<file path="config.mk">
export PLATFORM = sky130hd
export DESIGN_NAME = pwm_cfg_sequencer
export DESIGN_NICKNAME = d
export VERILOG_FILES = /design/src/rtl/pwm_cfg_sequencer.sv
export SDC_FILE = /design/constraint.sdc
export NUM_CORES = 1
export LEC_CHECK = 0
export ABC_AREA = 1
export CAP_MARGIN = 25
export CORE_AREA = 2 2 155 112
export DETAILED_ROUTE_END_ITERATION = 10
export DIE_AREA = 0 0 157 114
export DONT_BUFFER_PORTS = 1
export PLACE_DENSITY_LB_ADDON = 0.08
export SLEW_MARGIN = 20
export SYNTH_ARGS = -nofsm -noshare
export SYNTH_HDL_FRONTEND = slang
export SYNTH_SLANG_ARGS = --single-unit
</file>
<file path="constraint.sdc">
create_clock -name clk -period 11.4 [get_ports clk]
set_input_delay 1.14 -clock clk [delete_from_list [all_inputs] [get_ports clk]]
set_output_delay 1.14 -clock clk [all_outputs]
set_load 0.01 [all_outputs]
</file>
<file path="src/rtl/pwm_cfg_sequencer.sv">
// pwm_cfg_sequencer: bus master that programs NCH PWM channels.
// Each channel gets three writes in a fixed order: duty, period, enable.
// Every write is SETUP -> WRITE (wait for ack or timeout) -> RELEASE.
// Enable is written last, so a channel is never switched on with stale timing.
module pwm_cfg_sequencer #(
  parameter int NCH       = 2,
  parameter int DW        = 32,
  parameter int AW        = 32,
  parameter int BASE      = 0,
  parameter int CH_STRIDE = 32,
  parameter int ENA_OFF   = 0,
  parameter int PER_OFF   = 4,
  parameter int DUTY_OFF  = 8,
  parameter int TIMEOUT   = 255
) (
  input  logic              clk,
  input  logic              rst,
  input  logic              start,
  input  logic              continuous,
  input  logic [NCH*DW-1:0] period_in,
  input  logic [NCH*DW-1:0] duty_in,
  input  logic [NCH-1:0]    ch_en,
  input  logic              ack,
  output logic [AW-1:0]     adr,
  output logic              cs,
  output logic              wr,
  output logic              rd,
  output logic [DW-1:0]     d_in,
  output logic              busy,
  output logic              done,
  output logic              err
);

  localparam int CW = (NCH > 1) ? $clog2(NCH) : 1;
  localparam int TW = (TIMEOUT > 1) ? $clog2(TIMEOUT + 1) : 1;

  typedef enum logic [1:0] {S_IDLE, S_SETUP, S_WRITE, S_RELEASE} state_t;
  typedef enum logic [1:0] {R_DUTY, R_PER, R_ENA} reg_t;

  state_t            state_q, state_d;
  reg_t              reg_q, reg_d;
  logic [CW-1:0]     ch_q, ch_d;
  logic [TW-1:0]     timer_q, timer_d;
  logic              err_q, err_d;
  logic              done_q, done_d;
  logic [AW-1:0]     adr_q, adr_d;
  logic [DW-1:0]     d_in_q, d_in_d;
  logic [NCH*DW-1:0] per_q, duty_q;
  logic [NCH-1:0]    en_q;

  logic              snap;   // capture inputs this edge
  logic              load;   // load adr/d_in for the write entered next
  logic [NCH*DW-1:0] per_src, duty_src;
  logic [NCH-1:0]    en_src;
  logic [DW-1:0]     per_sel, duty_sel;
  logic [AW-1:0]     off_sel;

  // Next-state logic: sequencing, timeout, and bus address/data selection
  always_comb begin
    state_d  = state_q;
    reg_d    = reg_q;
    ch_d     = ch_q;
    timer_d  = timer_q;
    err_d    = err_q;
    done_d   = 1'b0;
    adr_d    = adr_q;
    d_in_d   = d_in_q;
    snap     = 1'b0;
    load     = 1'b0;
    per_sel  = '0;
    duty_sel = '0;
    off_sel  = '0;

    case (state_q)
      S_IDLE: begin
        if (start) begin
          snap    = 1'b1;
          load    = 1'b1;
          ch_d    = '0;
          reg_d   = R_DUTY;
          err_d   = 1'b0;
          state_d = S_SETUP;
        end
      end
      S_SETUP: begin
        timer_d = '0;
        state_d = S_WRITE;
      end
      S_WRITE: begin
        if (ack) begin
          timer_d = '0;
          state_d = S_RELEASE;
        end else if (timer_q >= TW'(TIMEOUT - 1)) begin
          timer_d = '0;
          err_d   = 1'b1;
          state_d = S_RELEASE;
        end else begin
          timer_d = timer_q + TW'(1);
        end
      end
      S_RELEASE: begin
        timer_d = '0;
        case (reg_q)
          R_DUTY: begin
            reg_d   = R_PER;
            load    = 1'b1;
            state_d = S_SETUP;
          end
          R_PER: begin
            reg_d   = R_ENA;
            load    = 1'b1;
            state_d = S_SETUP;
          end
          default: begin
            if (ch_q != CW'(NCH - 1)) begin
              ch_d    = ch_q + CW'(1);
              reg_d   = R_DUTY;
              load    = 1'b1;
              state_d = S_SETUP;
            end else if (continuous) begin
              snap    = 1'b1;
              load    = 1'b1;
              ch_d    = '0;
              reg_d   = R_DUTY;
              state_d = S_SETUP;
            end else begin
              done_d  = 1'b1;
              state_d = S_IDLE;
            end
          end
        endcase
      end
      default: state_d = S_IDLE;
    endcase

    // A fresh snapshot is visible to the first write of the pass it starts
    per_src  = snap ? period_in : per_q;
    duty_src = snap ? duty_in   : duty_q;
    en_src   = snap ? ch_en     : en_q;

    if (load) begin
      per_sel  = per_src[ch_d*DW +: DW];
      duty_sel = duty_src[ch_d*DW +: DW];
      case (reg_d)
        R_DUTY: begin
          off_sel = AW'(DUTY_OFF);
          d_in_d  = (duty_sel > per_sel) ? per_sel : duty_sel;
        end
        R_PER: begin
          off_sel = AW'(PER_OFF);
          d_in_d  = per_sel;
        end
        default: begin
          off_sel = AW'(ENA_OFF);
          d_in_d  = DW'(en_src[ch_d]);
        end
      endcase
      adr_d = AW'(BASE) + AW'(CH_STRIDE) * AW'(ch_d) + off_sel;
    end
  end

  // State and bus registers
  always_ff @(posedge clk or posedge rst) begin
    if (rst) begin
      state_q <= S_IDLE;
      reg_q   <= R_DUTY;
      ch_q    <= '0;
      timer_q <= '0;
      err_q   <= 1'b0;
      done_q  <= 1'b0;
      adr_q   <= '0;
      d_in_q  <= '0;
    end else begin
      state_q <= state_d;
      reg_q   <= reg_d;
      ch_q    <= ch_d;
      timer_q <= timer_d;
      err_q   <= err_d;
      done_q  <= done_d;
      adr_q   <= adr_d;
      d_in_q  <= d_in_d;
    end
  end

  // Input snapshot taken at the start of every pass
  always_ff @(posedge clk or posedge rst) begin
    if (rst) begin
      per_q  <= '0;
      duty_q <= '0;
      en_q   <= '0;
    end else if (snap) begin
      per_q  <= period_in;
      duty_q <= duty_in;
      en_q   <= ch_en;
    end
  end

  // Strobes decode straight from state so reset clears them without a clock
  assign cs   = (state_q == S_SETUP) || (state_q == S_WRITE);
  assign wr   = (state_q == S_WRITE);
  assign rd   = 1'b0;
  assign busy = (state_q != S_IDLE);
  assign adr  = adr_q;
  assign d_in = d_in_q;
  assign done = done_q;
  assign err  = err_q;

endmodule
</file>
==> impl_metrics.yaml <==
synth:
  synth_edf_count: 0
  yosysSeqAreaShare: 0.450
  synthArstFlopShare: 1.00
  yosysMostFrequentCell: "nand2_1"
  yosysTopAreaCell: "dfrtp_1"
  yosys_most_used_dff: "dfrtp_1"
  synth.top_cell.area_share: 0.450
  syn-cell-area_um2: 10000
  syn_avg_cell_area_um2: 7.66
  syn_inst: 1306
  yosys-top-cells-count: "nand2_1 (494), nand3_1 (202), dfrtp_1 (180)"
  synth_seq_cells: 180
  synthTopCellsByArea: "dfrtp_1 (45%), nand2_1 (19%), nand3_1 (10%)"
  synthDistinctLibCells: 39
  yosysWarningCount: 0
floorplan:
  initial_core_util: 0.604
  row_count: 40
  num_io_pins: 205
  die_x_um: 157
  core_area_um2: 16600
  die_h_um: 114
  die_area_um2: 17900
critical_path:
  worstSetupEndpointType: "flip-flop"
  path_common_cell: "nand2_1"
  r2r_slack_ns: 4.77
  cpPeakStageDelay_ns: 0.80
  critPathRequiredTime_ns: 11.72
  r2r_start: "state_q[0]$_DFFE_PP0P_"
  startpoint_type: "flip-flop"
  critPathBufInv: 3
  critPathKind: "flip-flop to flip-flop"
  worstSetupStartpoint: "state_q[0]$_DFFE_PP0P_"
  path_cells: "inv_1 -> ha_1 -> nor2_4 -> nand4_4 -> nand2_4 -> buf_4 -> nand2_1 -> nand3_1 -> o21ai_1 -> ha_1 -> nand2_1 -> nor2_1 -> nand2_1 -> nor4_2 -> nand2_1 -> nand2_1 -> nand2_2 -> inv_2 -> nand2_1 -> nand3_1 -> o21bai_1"
  r2r_end: "d_in[15]$_DFFE_PP0P_"
  crit_family: "simple AND/OR/NAND/NOR gates"
  ff2ff_path_depth: 21
  crit_slowest_cell: "nand2_4"
  path_max_fanout: 83
  arrival_ns: 6.95
route:
  drc_errors: 0
  routedWlPerCell_um: 18.3
  firstDrtPassIters: 6
  drt_wl_total_mm: 27.6
  vias: 8370
  via_per_inst: 5.56
  dr.first_iter.drc_count: 826
  ant_nets: 0
placement:
  dp_hpwl_mm: 19.2
  dp_slack_ns: 4.87
  port_buffers: 0
  place_congestion: 0.979
  placedCellCount: 1472
global_routing:
  busiest_layer: "met1"
  grt.total_usage: 0.314
  met2_usage: 0.449
  grt_pass1_wl_mm: 42.6
  grt_use_met3: 0.0790
  grt_remaining_overflow: 0
  grt_pass1_vias: 7804
  grt_max_degree: 110
  use_met1: 0.461
  antenna_found_initial: 1
cells_and_area:
  areaGrowthSynthToFinish_pct: 4.18
  finalNonFillerCells: 1506
  final_layout_size_suffix_gt1_frac: 0.0518
  utilization: 0.629
  final_nets: 1435
run_status:
  status: "complete, no violations"
clock_tree:
  numCtsBuffers: 17
  cts.clk_slew.worst_paths_ns: 0.07
  cts_root_buf: "clkbuf_16"
  clkSinkCount: 180
  cts_buffer_depth: 2
  clock_latency_ns: 0.43
  h-tree-depth: 4
  holdBufCountCts: 0
  postCtsSetupBuffers: 0
  cts_resized: 0
  cts_tree: "built"
sta:
  finClkSkew_ns: 0.0105
  post-route-min-period_ns: 6.63
  tightest_slew_ns: 0.931
  drv_slew: 0
  rsz0062_at_grt: "false"
  max_freq_mhz: 151
  setup_violations: 0
  fin_ws_ns: 4.77
  maxSlewHeadroom: 0.379
  hold_viol_final: 0
  min_period_over_period: 0.581
  finalSetupTns_ns: 0
power:
  irDropWorstVdd_v: 0.000212
  power_density_nw_per_um2: 369
  p_leak_nw: 5.60
  p_total_mw: 3.85
worst_hold_path:
  worstHoldPathType: "flip-flop to flip-flop"
  hold_path_depth: 2
  worstHoldStart: "per_q[51]$_DFF_PP0_"
  hold-path-endpoint: "per_q[51]$_DFF_PP0_"
job:
  maxCapViolations: 0
## layer usage
layer  wire length, µm  share of wire
met5                 0              0
met4               857          0.031
met3              2470          0.090
met2             11600           0.42
met1             12600           0.46
## cell usage in the layout, fill, tap and decap left out, types with 3 or more instances in the layout
cell        Yosys  layout
buf_4          42       7
conb_1          1      30
a21boi_1        6       6
nand4_1        12      12
nor2_1         27      27
a21oi_1        16      16
clkbuf_1       13       3
inv_6           0       3
o21ai_2         8       8
o211ai_1       20      20
clkinvlp_4      0       4
o21ai_0        19      19
nor2_4          2       3
inv_2           9       9
clkbuf_16       0      17
nand3_1       202     202
a21boi_0        6       6
dfrtp_1       180     180
inv_1          87      86
o21a_1          6       6
clkbuf_8        0       3
o21ai_1        49      49
nand2_1       494     494
ha_1           39      39
## final cells by class
class	count	area, µm²
multi-input cells	958	4640
clock buffers	23	478
diodes	1	2.50
inverters	96	365
fillers	1544	6140
repair buffers	8	80.1
clock inverters	9	70.1
well taps	231	289
flip-flops and latches	180	4500
## per-stage QoR
step	hold slack, ns	cell area, µm²
floorplan	0.448	10100
global placement	0.471	9840
detailed placement	0.483	9840
CTS	0.501	10400
global route	0.513	10400
finish	0.499	10400
## registers in the layout, summed over array words and instances (netlist names), 2 cells and up
name     count
state_q      2
adr          3
reg_q        2
duty_q      64
d_in        32
timer_q      8
en_q         2
per_q       64
## how the worst max path moves through the flow
stage                           endpoint  slack (ns)  cells past startpoint
detailed placement  d_in[15]$_DFFE_PP0P_        4.87                     19
finish              d_in[15]$_DFFE_PP0P_        4.77                     21
floorplan             adr[2]$_DFFE_PP0P_        5.37                      1
CTS                 d_in[15]$_DFFE_PP0P_        4.84                     21
global route        d_in[10]$_DFFE_PP0P_        4.23                     25
global placement     d_in[1]$_DFFE_PP0P_        5.07                     19
## cell families after synthesis
kind of cell / Yosys count / synth area share
buf+inv: 197 / 0.0991
other cells: 1 / 0.000375
xor+xnor: 2 / 0.00175
simple gates: 748 / 0.315
fa+ha+maj: 39 / 0.0488
flops: 180 / 0.450
compound gates: 139 / 0.0849
## power by group
group | leakage [nW] | internal, mW | total, mW | switching (mW)
clock network | 0.257 | 0.299 | 0.557 | 0.258
registers | 2.27 | 0.917 | 1.05 | 0.133
logic | 3.07 | 0.687 | 2.24 | 1.56
total | 5.60 | 1.90 | 3.85 | 1.95
## worst register-to-register path: cells and delay by family (launching register included)
family                   cells  cell delay, ns
AND/OR/NAND/NOR             14            3.72
buffers and inverters        3            1.39
adder cells (fa/ha/maj)      2            0.80
flip-flops                   1            0.40
AO/OA/AOI/OAI                2            0.23
No activity file was read; power rests on OpenSTA's default activity.
